File: config.mk
export PLATFORM = sky130hd
export DESIGN_NAME = inst_fetch
export DESIGN_NICKNAME = d
export VERILOG_FILES = /design/src/rtl/fetch_pkg.sv /design/src/rtl/inst_fetch.sv
export SDC_FILE = /design/constraint.sdc
export NUM_CORES = 1
export LEC_CHECK = 0
export CAP_MARGIN = 20
export CORE_MARGIN = 1
export CORE_UTILIZATION = 38
export CTS_CLUSTER_DIAMETER = 200
export DETAILED_ROUTE_END_ITERATION = 6
export GPL_TIMING_DRIVEN = 0
export PLACE_DENSITY = 0.81
export SYNTH_ARGS = -nofsm -noshare
export SYNTH_HDL_FRONTEND = slang
export SYNTH_SLANG_ARGS = --single-unit
export TNS_END_PERCENT = 50
File: constraint.sdc
create_clock -name clk -period 2.4 [get_ports clk]
set_input_delay 0.36 -clock clk [delete_from_list [all_inputs] [get_ports clk]]
set_output_delay 0.36 -clock clk [all_outputs]
set_load 0.1 [all_outputs]
File: src/rtl/fetch_pkg.sv
// Shared types and constants for the instruction fetch stage.
package fetch_pkg;

  localparam int unsigned      FETCH_XLEN     = 32;
  localparam logic [31:0]      FETCH_RESET_PC = 32'h0000_0000;
  // Canonical RISC-V nop (addi x0, x0, 0).
  localparam logic [31:0]      INST_NOP       = 32'h0000_0013;

  // Fetch FSM: one outstanding memory read, one held instruction.
  typedef enum logic [1:0] {
    StIdle = 2'd0,
    StReq  = 2'd1,
    StWait = 2'd2,
    StHold = 2'd3
  } state_e;

endpackage

File: src/rtl/inst_fetch.sv
// Fetch stage: issues one imem read at a time, holds the returned
// instruction for decode, and computes the next pc for the PC register.
module inst_fetch
  import fetch_pkg::*;
#(
  parameter int unsigned     XLEN     = FETCH_XLEN,
  parameter logic [XLEN-1:0] RESET_PC = XLEN'(FETCH_RESET_PC)
) (
  input  logic            clk,
  input  logic            rst,
  input  logic [XLEN-1:0] pc,
  output logic [XLEN-1:0] npc,
  input  logic            redirect_valid,
  input  logic [XLEN-1:0] redirect_pc,
  output logic            imem_req_valid,
  input  logic            imem_req_ready,
  output logic [XLEN-1:0] imem_req_addr,
  input  logic            imem_resp_valid,
  input  logic [XLEN-1:0] imem_resp_data,
  output logic            if_valid,
  input  logic            if_ready,
  output logic [XLEN-1:0] if_pc,
  output logic [XLEN-1:0] if_inst
);

  state_e          state_q, state_d;
  logic            drop_q, drop_d;
  logic            if_valid_q, if_valid_d;
  logic [XLEN-1:0] if_pc_q, if_pc_d;
  logic [XLEN-1:0] if_inst_q, if_inst_d;
  logic [XLEN-1:0] redirect_target;

  // Targets are word aligned; the two low bits are dropped.
  assign redirect_target = {redirect_pc[XLEN-1:2], 2'b00};

  logic unused_redirect_lsb;
  assign unused_redirect_lsb = ^redirect_pc[1:0];

  // Next-state logic for the FSM, drop flag and decode holding registers.
  always_comb begin
    state_d        = state_q;
    drop_d         = drop_q;
    if_valid_d     = if_valid_q;
    if_pc_d        = if_pc_q;
    if_inst_d      = if_inst_q;
    imem_req_valid = 1'b0;
    case (state_q)
      StIdle: begin
        state_d = StReq;
      end
      StReq: begin
        imem_req_valid = 1'b1;
        if (imem_req_ready) begin
          state_d = StWait;
          // Request already left at the old pc; its data must be discarded.
          drop_d  = redirect_valid;
        end
      end
      StWait: begin
        if (imem_resp_valid) begin
          if (drop_q || redirect_valid) begin
            drop_d  = 1'b0;
            state_d = StReq;
          end else begin
            if_pc_d    = pc;
            if_inst_d  = imem_resp_data;
            if_valid_d = 1'b1;
            state_d    = StHold;
          end
        end else if (redirect_valid) begin
          drop_d = 1'b1;
        end
      end
      StHold: begin
        // A redirect squashes the held instruction even if decode is ready.
        if (redirect_valid || if_ready) begin
          if_valid_d = 1'b0;
          state_d    = StReq;
        end
      end
      default: begin
        state_d = StIdle;
      end
    endcase
  end

  // Next pc mux; pc only moves on redirect, accepted instruction or reset.
  always_comb begin
    npc = pc;
    if (redirect_valid) begin
      npc = redirect_target;
    end else if ((state_q == StHold) && if_ready) begin
      npc = pc + XLEN'(4);
    end else if (state_q == StIdle) begin
      npc = RESET_PC;
    end
  end

  // State registers with synchronous reset.
  always_ff @(posedge clk) begin
    if (rst) begin
      state_q    <= StIdle;
      drop_q     <= 1'b0;
      if_valid_q <= 1'b0;
      if_pc_q    <= '0;
      if_inst_q  <= '0;
    end else begin
      state_q    <= state_d;
      drop_q     <= drop_d;
      if_valid_q <= if_valid_d;
      if_pc_q    <= if_pc_d;
      if_inst_q  <= if_inst_d;
    end
  end

  assign imem_req_addr = pc;
  assign if_valid      = if_valid_q;
  assign if_pc         = if_pc_q;
  assign if_inst       = if_inst_q;

endmodule

==> results of run 1 <==
kinds of logic (layout without fill, tap and decap cells):
family | Yosys count | count (layout) | share of synthesized area (%)
AO/OA/AOI/OAI | 114 | 114 | 17.9
XOR/XNOR | 6 | 6 | 1.40
adder cells (fa/ha/maj) | 5 | 5 | 1.66
buffers and inverters | 68 | 327 | 9.97
flip-flops | 68 | 68 | 36.2
multiplexers | 5 | 5 | 1.46
AND/OR/NAND/NOR | 248 | 248 | 31.4
registers in the layout, summed over array words and instances (netlist names):
name	flops
if_inst	32
drop_q	1
if_pc	32
state_q	2
if_valid	1
tightest hold or removal path, stage by stage (launching register included):
cell,delay [ps]
dfxtp_1,310
nand2_1,50
a21oi_1,50
layout make-up:
class / instances / area, sq um / share of cell area (%)
timing repair buffer: 244 / 2670 / 36.3
multi-input combinational: 378 / 2520 / 34.3
sequential: 68 / 1370 / 18.6
buffer: 62 / 394 / 5.36
tap: 129 / 161 / 2.20
clock buffer: 9 / 124 / 1.69
clock inverter: 6 / 88.8 / 1.21
inverter: 6 / 22.5 / 0.306
metrics by stage:
| stage | total power [mW] | utilization [%] | std cells | area [sq um] | hold slack (ps) |
|---|---|---|---|---|---|
| floorplan | 2.12 | - | 514 | 4080 | 486 |
| global placement | 2.54 | 69.3 | 871 | 6520 | 441 |
| detailed placement | 2.55 | 69.3 | 871 | 6520 | 446 |
| CTS | 3.68 | 77.2 | 901 | 7260 | 419 |
| global route | 3.81 | 78.0 | 902 | 7350 | 467 |
| finish | 3.69 | 78.0 | 902 | 7350 | 454 |
power breakdown:
group	total, mW	switching (mW)	internal, mW
Sequential	1.15	0.0118	1.14
Combinational	1.53	1.01	0.526
Clock	1.01	0.428	0.580
Total	3.69	1.44	2.25
routing by layer:
layer / track usage (%) / vias up / wire, um
li1: - / 2269 / -
met1: 31.6 / 2254 / 5580
met2: 51.1 / 281 / 7810
met3: 7.38 / 57 / 1390
met4: 18.6 / 0 / 664
met5: 0 / - / 0
timing repair:
action / 4_1_cts / 5_1_grt
setup endpoints to repair: 65 / 32
resized for setup: 381 / 19
pin swaps: 26 / 18
buffers inserted: 15 / 1
path summary, 6_finish.rpt:
path	startpoint	to	slack, ps
setup / recovery	state_q[1]	npc[16]	-190
hold reg to reg	if_inst[20]	if_inst[20]	450
setup reg to reg	state_q[0]	if_pc[21]	200
hold / removal	if_inst[20]	if_inst[20]	450
cell usage in the layout (no fill, tap or decap), drive strengths merged, types with 2 or more instances in the layout:
| cell | instances |
|---|---|
| o211ai | 2 |
| mux2 | 4 |
| dlygate4sd2 | 14 |
| inv | 7 |
| or4 | 2 |
| clkdlybuf4s15 | 17 |
| nor2b | 2 |
| ha | 5 |
| bufinv | 2 |
| nand4b | 13 |
| clkdlybuf4s50 | 157 |
| dfxtp | 68 |
| and2 | 4 |
| nand4 | 10 |
| and3 | 7 |
| a21oi | 72 |
| clkbuf | 36 |
| o31a | 3 |
| and4 | 5 |
| nor3 | 5 |
| buf | 90 |
| a22o | 4 |
| nand2 | 166 |
| o311ai | 13 |
| clkinvlp | 2 |
| nor4 | 3 |
| xor2 | 3 |
| o31ai | 2 |
| xnor2 | 3 |
| o21ai | 14 |
| nor2 | 12 |
| nand3 | 14 |
==> impl_metrics.env, run 1 <==
export IMPL_max_freq_mhz=387
export IMPL_final_hold_viol_count=0
export IMPL_nets=876
export IMPL_rsz0062_at_grt="true"
export IMPL_die_h_um=102
export IMPL_grt_pass1_vias=4793
export IMPL_cap_viol_max_count=0
export IMPL_place_ws_ps=-1970
export IMPL_slowest_stage="dfxtp_4"
export IMPL_cts_sink_count=68
export IMPL_crit_family="buffers and inverters"
export IMPL_vias=4861
export IMPL_worstMarginPinSlew_ps=1040
export IMPL_portBuffers=228
export IMPL_vdd_ir_drop_max_mv=0.339
export IMPL_p_leak_nw=2.79
export IMPL_synth_cell_types=46
export IMPL_setup_worst_path_end_class="output pin"
export IMPL_dieArea_sq_um=10300
export IMPL_cts_buffers=9
export IMPL_hpwl_um=11000
export IMPL_synth_top_cells_by_count="nand2_1, a21oi_1, dfxtp_1"
export IMPL_ys_warn_count=0
export IMPL_synth_area_leaders="dfxtp_1, nand2_1, a21oi_1"
export IMPL_status="finished with violations"
export IMPL_reg2reg_depth=8
export IMPL_synth_most_common_cell="nand2_1"
export IMPL_synth_edf_count=0
export IMPL_synth_fp_nets=621
export IMPL_synth_flop_cell="dfxtp_1"
export IMPL_syn_inst=514
export IMPL_critPathLaunchType="flop"
export IMPL_tritoncts="done"
export IMPL_vias_per_cell=5.39
export IMPL_fillCellCount=637
export IMPL_wl_per_cell_um=17.1
export IMPL_cp_arrival_ps=2230
export IMPL_cp_cell_sequence="ha_4, nand3_4, buf_6, nor3_4, buf_6, nand4_1, xor2_1, o31ai_4, buf_12"
export IMPL_fin_crit_sh_pct=108
export IMPL_slowest_delay_ps=370
export IMPL_htreeDepth=3
export IMPL_synth_area_per_cell_sq_um=7.32
export IMPL_setup_ws_ps=-185
export IMPL_powerDensity_nw_per_um2=503
export IMPL_tns_ps=-2970
export IMPL_crit_required_ps=2040
export IMPL_grt_total_usage_pct=29.3
export IMPL_ios=232
export IMPL_rows=35
export IMPL_clk_pin_slew_ps=70
export IMPL_setup_viol=25
export IMPL_cts_max_path_buffers=2
export IMPL_clock_latency_ps=340
export IMPL_area_growth_pct=95.2
export IMPL_ys_seq_area_share_pct=36.2
export IMPL_min_path_cells=2
export IMPL_max_slew_margin_pct=30.4
export IMPL_grt_max_degree=13
export IMPL_drv_slew=0
export IMPL_drtPass1Iterations=5
export IMPL_ant_nets=0
export IMPL_route_detailed_drc=0
export IMPL_grt_ovfl_total=0
export IMPL_core_area_sq_um=9420
export IMPL_wl_um=15400
export IMPL_clock_skew_ps=8.74
export IMPL_async_reset_ff_share_pct=0
export IMPL_fin_crit_ps=2590
export IMPL_ys_ff_latch=68
export IMPL_dieWidth_um=102
export IMPL_routabilityCongestion=0.877
export IMPL_violations="setup timing"
export IMPL_cts_root_buf="clkbuf_8"
export IMPL_crit_buf_inv=3
export IMPL_critical_path_depth=9
export IMPL_critPathMaxFanout=6
export IMPL_antenna_cells=0
export IMPL_synth_area_sq_um=3760
export IMPL_start_util_pct=40.0
export IMPL_drive_above_1_share_pct=23.7
export IMPL_hold_class="reg -> reg"
export IMPL_grt_antenna_before_repair=0
export IMPL_synth_top_area_share_pct=36.2
export IMPL_ctsHoldBuffers=0
export IMPL_synth_top_cell_by_area="dfxtp_1"
export IMPL_crit_type="reg -> out"
export IMPL_cpMostUsedCell="buf_6"
export IMPL_grt_pass1_wl_um=23300
export IMPL_drt_iter0_drc=238
No activity file was read; power rests on OpenSTA's default activity.
==> inputs of run 2 (changes only) <==
- CTS_CLUSTER_DIAMETER: 200 -> 50
==> results of run 2 <==
The final DEF is identical to that of run 1; final timing and power are the same.
==> RTL edit: new RTL, settings of run 2 <==
Make the reset (`rst`) asynchronous in one clocked block. Comments in the files are not updated.
--- a/src/rtl/inst_fetch.sv
+++ b/src/rtl/inst_fetch.sv
@@ -98,5 +98,5 @@
 
   // State registers with synchronous reset.
-  always_ff @(posedge clk) begin
+  always_ff @(posedge clk or posedge rst) begin
     if (rst) begin
       state_q    <= StIdle;
Behaviour: differs if rst is asserted again (counterexample within 4 cycles, from zero or initial values and one cycle with rst high); with rst held inactive, the same outputs for 10 cycles.
==> RTL edit against run 2 <==
  * Synthesized cell count is 29% lower
  * Area after synthesis increased by 3.4%
  * The run still ends with negative setup slack left
  * Design area is 1.1% higher
  * Routed wire length shrank 8.9%
  * Worst setup slack lost 0.14 ns
  * Die area is 3.4% higher
  * Largest cell class unchanged
  * Sequential cell count unchanged
Power is not compared: it rests on default switching activity, and its combinational part moved more than twofold at a synthesized area within 25%.
==> RTL edit: results (changes against run 2) <==
Failing checks -> negative setup slack
Post-synth ARST share -> 100% (+100 points)
ClkCell Share -> 3.52% (+0.63 points)
H-tree levels -> 3 (unchanged)
Hold wc startpoint -> pc[8]
DRT Pass-1 Iters -> 4 (-1)
Post-DP HPWL -> 10.0 mm (-9.0%)
Final cell count without fillers -> 764 (-15%)
Synth Cell Area -> 3890 um2 (+3.4%)
Hold EP -> if_pc[8]
Mapped Nets -> 470 (-24%)
R2R depth -> 6 (-2)
Distinct cells, synth -> 44 (-4.3%)
Tightest Hold Check Type -> in -> reg
Via/cell ratio -> 5.18 (-3.9%)
Inverters -> 7 (+1)
RR Endpoint -> if_pc[6]
Avg Inst Size Synth -> 10.7 um2 (+46%)
Seq cells -> 68 (unchanged)
Final-report setup violation count -> 23 (-8.0%)
CP peak stage delay -> 0.40 ns (+0.03 ns)
NonClk Buf Share -> 41.4% (-0.32 points)
Seq/Total Area, Yosys -> 43.7% (+7.5 points)
Global placer's final weighted congestion -> 0.836 (-4.6%)
R2R Setup Slk -> 0.15 ns (-0.05 ns)
Status -> finished, violations left
Fraction of layout cells with a size suffix above 1 -> 40.9% (+17 points)
Critical path arrival -> 2.36 ns (+0.13 ns)
Least-Margin Pin Slew -> 1.02 ns (-0.0232 ns)
Dpl cells -> 725 (-17%)
Post-DR wirelength/cell -> 18.4 um (+7.5%)
Multi-input combinational area share -> 29.5% (-4.7 points)
Final worst slack -> -0.324 ns (-0.139 ns)
Critical Path Start -> pc[19]
Drc violations -> 0 (unchanged)
Clock Skews -> 0.00855 ns (-0.000189 ns)
FF/Latch Area -> 1700 um2 (+24%)
Iter 0 DRT Violations -> 103 (-57%)
Final core occ -> 75.3% (-2.8 points)
Signal buffers -> 301 (-1.6%)
Slowest CP cell -> o311ai_4
Multi-input gates -> 240 (-37%)
First-pass GRT wire length -> 20.6 mm (-11%)
Fin Setup TNS -> -3.85 ns (-0.884 ns)
Dpl cell area -> 6510 um2 (-0.19%)
Largest net degree at the start of global routing -> 69 (+56)
Synth cell count leaders -> dfrtp_1, mux2_2, nand2_1, buf_4, nand3_1
Post-Place Worst Slack -> -2.01 ns (-0.0340 ns)
End point of the critical path -> npc[30]
==> RTL edit: cell types whose count changed after synthesis, sizes merged, moves of 12 or more <==
| cell | before | now |
|---|---|---|
| a21oi | 72 | 9 |
| clkbuf | 28 | 10 |
| dfrtp | 0 | 68 |
| dfxtp | 68 | 0 |
| mux2 | 4 | 68 |
| nand2 | 166 | 36 |
| nand3 | 14 | 26 |
| nand4b | 13 | 0 |
==> RTL edit: worst max-delay path, delay by kind of cell <==
| family | cells | cell delay (ns) |
|---|---|---|
| buffers and inverters | 4 | 0.88 |
| AOI/OAI and AO/OA | 1 | 0.40 |
| and+or+nand+nor | 3 | 0.73 |
==> RTL edit: kinds of logic (layout without fill, tap and decap cells) <==
kind of cell               Yosys count  after routing  synth area share (%)
AOI/OAI and AO/OA                   43             43                  7.94
and+or+nand+nor                    115            115                  16.4
DFF                                 68             68                  43.7
buffers and inverters               55            323                  8.58
muxes                               71             71                  20.4
adders and majority gates            5              5                  1.61
xor gates and xnor gates             6              6                  1.35
==> RTL edit: timing repair <==
| item | in CTS | in global routing |
|---|---|---|
| gates cloned | 0 | 1 |
| buffers inserted | 22 | 5 |
| pin swaps | 17 | 12 |
| gates resized for setup | 354 | 41 |
| setup endpoints to repair | 125 | 98 |
| hold buffers | 0 | 0 |
==> RTL edit: layer usage <==
layer | global-route usage (%) | up-vias | share of wire, %
li1 | - | 1831 | -
met1 | 28.4 | 1946 | 38
met2 | 48.3 | 154 | 53
met4 | 8.34 | 0 | 1.9
met5 | 0 | - | 0
met3 | 7.59 | 25 | 7.0
==> RTL edit: power by group <==
group / internal [mW] / switching (mW) / total [mW]
clock: 0.794 / 0.470 / 1.26
sequential: 1.57 / 0.236 / 1.80
combinational: 1.82 / 4.86 / 6.68
total: 4.18 / 5.56 / 9.75
